<file path="config.mk">
export PLATFORM = sky130hd
export DESIGN_NAME = softmax_norm
export DESIGN_NICKNAME = d
export VERILOG_FILES = /design/src/rtl/softmax_norm.sv
export SDC_FILE = /design/constraint.sdc
export NUM_CORES = 2
export LEC_CHECK = 0
export BUFFER_PORTS_ARGS = -buffer_cell sky130_fd_sc_hd__clkbuf_2
export CAP_MARGIN = 20
export CORE_UTILIZATION = 30
export DETAILED_ROUTE_END_ITERATION = 8
export SLEW_MARGIN = 10
export SYNTH_ARGS = -nofsm -noshare
export SYNTH_HDL_FRONTEND = slang
export SYNTH_SLANG_ARGS = --single-unit
</file>
<file path="constraint.sdc">
create_clock -name i_clk -period 5.2 [get_ports i_clk]
set_input_delay 0 -clock i_clk [delete_from_list [all_inputs] [get_ports i_clk]]
set_output_delay 0 -clock i_clk [all_outputs]
set_load 0.01 [all_outputs]
</file>
<file path="src/rtl/softmax_norm.sv">
// Softmax normalization back end: aligns 16 lanes of Q1.7 numerators to the final row max and
// divides each by its lane denominator with a shared 8-step restoring divider, giving Q0.8 results.
module softmax_norm #(
    parameter int COLS = 16
) (
    input  logic         i_clk,
    input  logic         i_rst_n,
    input  logic         i_denom_valid,
    input  logic [479:0] i_runmax,
    input  logic [143:0] i_denom,
    input  logic         i_valid,
    output logic         o_ready,
    input  logic [127:0] i_y,
    input  logic [479:0] i_tag,
    output logic         o_valid,
    input  logic         i_ready,
    output logic [127:0] o_p,
    output logic         o_last
);
    localparam int LANES = 16;
    localparam int CW    = (COLS > 1) ? $clog2(COLS) : 1;

    typedef enum logic [1:0] {
        S_WAIT,
        S_IDLE,
        S_DIV,
        S_OUT
    } state_t;

    state_t        r_state;
    state_t        w_state_next;
    logic [CW-1:0] r_col_cnt;
    logic [2:0]    r_step_cnt;

    logic w_load;
    logic w_accept;
    logic w_step;
    logic w_out_hs;
    logic w_row_end;
    logic w_ready;
    logic w_valid;

    assign w_row_end = (r_col_cnt == CW'(COLS - 1));

    always_ff @(posedge i_clk or negedge i_rst_n) begin
        if (!i_rst_n) begin
            r_state <= S_WAIT;
        end else begin
            r_state <= w_state_next;
        end
    end

    always_comb begin
        w_state_next = r_state;
        w_ready      = 1'b0;
        w_valid      = 1'b0;
        w_load       = 1'b0;
        w_accept     = 1'b0;
        w_step       = 1'b0;
        w_out_hs     = 1'b0;
        case (r_state)
            S_WAIT: begin
                if (i_denom_valid) begin
                    w_load       = 1'b1;
                    w_state_next = S_IDLE;
                end
            end
            S_IDLE: begin
                w_ready = 1'b1;
                if (i_valid) begin
                    w_accept     = 1'b1;
                    w_state_next = S_DIV;
                end
            end
            S_DIV: begin
                w_step = 1'b1;
                if (r_step_cnt == 3'd7) begin
                    w_state_next = S_OUT;
                end
            end
            S_OUT: begin
                w_valid = 1'b1;
                if (i_ready) begin
                    w_out_hs     = 1'b1;
                    w_state_next = w_row_end ? S_WAIT : S_IDLE;
                end
            end
            default: w_state_next = S_WAIT;
        endcase
    end

    assign o_ready = w_ready;
    assign o_valid = w_valid;
    assign o_last  = w_valid & w_row_end;

    always_ff @(posedge i_clk or negedge i_rst_n) begin
        if (!i_rst_n) begin
            r_col_cnt  <= '0;
            r_step_cnt <= '0;
        end else begin
            if (w_load) begin
                r_col_cnt <= '0;
            end else if (w_out_hs) begin
                r_col_cnt <= w_row_end ? '0 : r_col_cnt + CW'(1);
            end
            if (w_accept) begin
                r_step_cnt <= '0;
            end else if (w_step) begin
                r_step_cnt <= r_step_cnt + 3'd1;
            end
        end
    end

    for (genvar gi = 0; gi < LANES; gi++) begin : g_lane
        logic signed [29:0] r_fmax;
        logic [8:0]         r_d;
        logic [9:0]         r_rem;
        logic [7:0]         r_q;
        logic               r_sat;

        logic [29:0] w_tag;
        logic [30:0] w_diff;
        logic [7:0]  w_y;
        logic [7:0]  w_n;
        logic [8:0]  w_n2;
        logic        w_sat;
        logic [9:0]  w_shl;
        logic [9:0]  w_sub;
        logic        w_ge;

        assign w_tag  = i_tag[30*gi +: 30];
        assign w_y    = i_y[8*gi +: 8];
        assign w_diff = {r_fmax[29], r_fmax} - {w_tag[29], w_tag};

        // A tag above the final max cannot happen in a consistent row; pass the numerator through.
        always_comb begin
            w_n = w_y;
            if (w_diff[30]) begin
                w_n = w_y;
            end else if (|w_diff[29:3]) begin
                w_n = '0;
            end else begin
                w_n = w_y >> w_diff[2:0];
            end
        end

        assign w_n2  = {w_n, 1'b0};
        assign w_sat = (r_d == '0) || (w_n2 >= r_d);
        assign w_shl = {r_rem[8:0], 1'b0};
        // Bit 9 shifted out means the true shifted remainder is at least 1024, hence >= d.
        assign w_ge  = r_rem[9] || (w_shl >= {1'b0, r_d});
        assign w_sub = w_shl - {1'b0, r_d};

        always_ff @(posedge i_clk or negedge i_rst_n) begin
            if (!i_rst_n) begin
                r_fmax <= '0;
                r_d    <= '0;
                r_rem  <= '0;
                r_q    <= '0;
                r_sat  <= 1'b0;
            end else begin
                if (w_load) begin
                    r_fmax <= i_runmax[30*gi +: 30];
                    r_d    <= i_denom[9*gi +: 9];
                end
                if (w_accept) begin
                    r_rem <= {1'b0, w_n2};
                    r_q   <= '0;
                    r_sat <= w_sat;
                end else if (w_step) begin
                    r_rem <= w_ge ? w_sub : w_shl;
                    r_q   <= {r_q[6:0], w_ge};
                end
            end
        end

        assign o_p[8*gi +: 8] = (r_d == '0) ? 8'h00 : (r_sat ? 8'hFF : r_q);
    end

endmodule

</file>
==> summary.txt <==
Outcome
  • Status: complete, but fails checks
  • Failing checks: design-rule violations

Timing
  • Worst setup slack after layout: around 23 ps
  • Hold Fails Final Rpt: 0
  • Final setup viols: 0
  • Tcrit/Tclk final: 0.996
  • Fmax: 0.193 GHz
  • Setup Skew: 45.3 ps
  • Worst slew pin tran: 1130 ps
  • Unrepaired setup endpoints after global routing: true
  • Min Tclk post-route: 5180 ps
  • Worst slew margin: 0.247
  • Pins over their slew limit: 0

Detailed routing
  • Via count: slightly above 90k
  • # DRC: 6
  • Antenna-violating nets left: 0
  • Initial DRT Pass Iterations: 8
  • Vias per cell: 5.32
  • Drt total wl: about 360000 um
  • Initial DRC count: 6919
  • Wire per inst: between 20 and 25 um

Layout
  • Area of the multi-input gates: 57900 um^2
  • Fillers: approximately 27k
  • Sequential cell area: 23400 um^2
  • Finished Cell Area: 120000 um^2
  • Share of cells above drive strength 1: 0.224
  • Core Util, Final: 0.426
  • Final nets: 15.4k
  • Area Growth Syn to Fin: 41.4%

Floorplan
  • Ports: 1368
  • Core area: approximately 280000 um^2
  • Chip Height: 534 um
  • Initial Util: 0.301
  • Die Footprint: between 200000 and 300000 um^2
  • Die Wd: 534 um
  • Row count: 195

Place
  • Final GP Congestion: 0.965
  • Post-DP HPWL: about 270000 um
  • Area after DPL: 99100 um^2
  • Dpl ws: -320 ps
  • Port Buffers: about 1.4k

Global route
  • Initial antenna violation count: 95
  • Total track usage: 0.237
  • GRT overflow: 0
  • First-pass GRT wire length: around 540000 um
  • Largest net degree at the start of global routing: 142
  • Vias in the first global route: 90.7k

Yosys
  • Post-synth cell types: between 100 and 150
  • Synth Register Bits: approximately 940
  • Syn avg cell area: 8.29 um^2
  • Post-synth EDFFs: 0
  • Sequential share of the synthesized area: 0.276
  • Top_reg_cell synth: dfrtp_1
  • Async SR Flop Fraction: 1.00
  • Syn nets: 12.3k
  • Synth Warn #: 0
  • Mapped Cells: around 10k
  • Mapped Area: 85000 um^2

Setup path
  • CP Class: register to register
  • Worst Path Arrival: roughly 6000 ps
  • Crit path launch type: register
  • Crit Path Max Fanout: 5
  • Crit path required time: 5880 ps
  • Crit end category: register

Clock network
  • Clk sinks: 937
  • CTS tree: built
  • Total CTS buffers: roughly 130
  • Maximum buffer depth of the clock tree: 4
  • CTS clk-pin slew, worst paths: 60 ps
  • H-tree depth: 3
  • Clk Latency, worst-skew pair: 880 ps
  • Root Buffer: clkbuf_16

Power and ir drop
  • Pwr dens: 642 nW/um^2
  • Worst vdd ir: 0.000368 V
  • Leak Pwr: 55.8 nW

Run
  • Max-Cap Viols: 0

Hold path
  • Hold WC Path Type: primary input to register
-- critical path, cell delays in order, from the launching register on --
cell and delay (ps):
dfrtp_1 450, ha_1 370, nor2b_2 190, o31ai_2 330, o41ai_2 160, buf_4 170
o31ai_1 340, o22ai_1 100, or4_1 430, nor4_2 340, nand4_1 200, nor3_2 290
a22o_1 230, ha_1 240, a21o_1 190, a21oi_2 130, nor2b_1 50, o21a_1 170
o21ai_1 120, nand2b_1 90, a21oi_2 140, nor2b_1 60, o21ai_1 130, a31oi_1 100
-- cells in the final DEF (no fill, tap or decap), types with 66 or more instances in the layout --
master,count
a211oi_1,154
a21o_1,265
a21oi_1,658
a31oi_1,127
buf_4,531
clkbuf_16,125
clkbuf_2,1366
dfrtp_1,936
diode_2,81
dlygate4sd3_1,1500
ha_1,737
inv_1,896
mux2_2,496
mux2i_1,274
nand2_1,942
nand2b_1,129
nand3_1,161
nand4_1,163
nor2_1,756
nor2b_1,161
nor3_1,180
nor4_1,68
o211ai_1,88
o21a_1,263
o21ai_0,659
o21ai_1,66
o21bai_1,81
o31ai_1,77
or3_1,67
xnor2_1,149
xor2_1,97
-- synth_stat cells, drive strengths merged (37+ instances only) --
cell type	n	area (um^2)
or3	72	450
o21bai	84	631
nor4	86	544
clkbuf	383	1440
inv	900	3380
o211ai	88	661
ha	760	9510
nor2b	171	1070
nand2b	134	838
nor2	761	2860
o31ai	103	826
o21a	263	1970
nand2	944	3540
o22ai	37	231
a21o	265	1990
xor2	97	850
a211oi	166	1250
nand3	164	821
a21boi	57	428
o21ai	732	3670
mux2	497	5600
a31oi	132	832
mux2i	274	2740
nor3	188	962
buf	59	253
a2111oi	43	429
a21oi	694	3480
dfrtp	937	23400
nand4	164	1030
xnor2	150	1310
and3	53	332
and2	54	338
-- final cells by class --
| cell class | instances | area share |
|---|---|---|
| diodes | 81 | 0.00169 |
| clock buffers | 159 | 0.0288 |
| clock inverters | 68 | 0.00733 |
| inverters | 900 | 0.0281 |
| multi-input cells | 7972 | 0.481 |
| flip-flops and latches | 937 | 0.195 |
| well taps | 3743 | 0.0389 |
| repair buffers | 3422 | 0.219 |
-- timing repair --
| action | 4_1_cts | 5_1_grt |
|---|---|---|
| setup endpoints to repair | 13 | 17 |
| pin swaps | 21 | 120 |
| hold buffers | 1500 | 1 |
| hold endpoints to repair | 1734 | 1 |
| setup buffers | 3 | 26 |
| cloned | 0 | 0 |
| gates resized for setup | 50 | 284 |
-- routing by layer --
layer / vias up / GRT usage / routed length, um
met5: - / 0 / 200
met4: 32 / 0.124 / 20200
met3: 828 / 0.0399 / 23900
met2: 3597 / 0.390 / 162000
met1: 43899 / 0.297 / 149000
li1: 43628 / - / -
-- worst paths after layout --
path,from,end,slack (ps),cells past startpoint
min in group asynchronous,i_rst_n,g_lane[7].r_fmax[17],110,3
max reg2reg,g_lane[2].r_fmax[2],g_lane[2].r_sat,20,23
max in group asynchronous,i_rst_n,g_lane[11].r_fmax[3],4370,3
min,i_tag[210],g_lane[7].r_rem[8],10,4
max,g_lane[2].r_fmax[2],g_lane[2].r_sat,20,23
min reg2reg,g_lane[1].r_rem[9],g_lane[1].r_rem[9],500,2
-- through the flow --
step	std cells	hold WS [ps]	power, mW	setup TNS (ps)
5_1_grt	17262	6.84	83.4	-696
2_1_floorplan	10251	-296	48.6	0
4_1_cts	17173	1.01	75.4	0
3_3_place_gp	15442	101	63.5	-767
3_5_place_dp	15443	100	63.7	-1120
6_report	17282	14.8	77.2	0
-- registers in the layout, summed over array words and instances, names as in the netlist --
| register | count |
|---|---|
| r_step_cnt | 3 |
| g_lane.r_d | 144 |
| g_lane.r_q | 128 |
| r_state | 2 |
| g_lane.r_sat | 16 |
| g_lane.r_fmax | 480 |
| r_col_cnt | 4 |
| g_lane.r_rem | 160 |
-- logic make-up (layout without fill, tap and decap cells) --
logic type,Yosys count,after routing,share of synthesized area
AOI/OAI and AO/OA,3151,3151,0.245
xor gates and xnor gates,247,247,0.0254
adders and majority gates,792,792,0.119
buffers and inverters,1342,4549,0.0597
DFF,937,937,0.276
muxes,800,800,0.106
other,0,81,0
and+or+nand+nor,2982,2982,0.169
-- report_power, final --
group / internal, mW / total [mW] / switching, mW
sequential: 10.9 / 14.0 / 3.09
clock: 5.52 / 9.39 / 3.87
combinational: 23.9 / 53.8 / 29.9
Power figures use the tool's default switching activity.
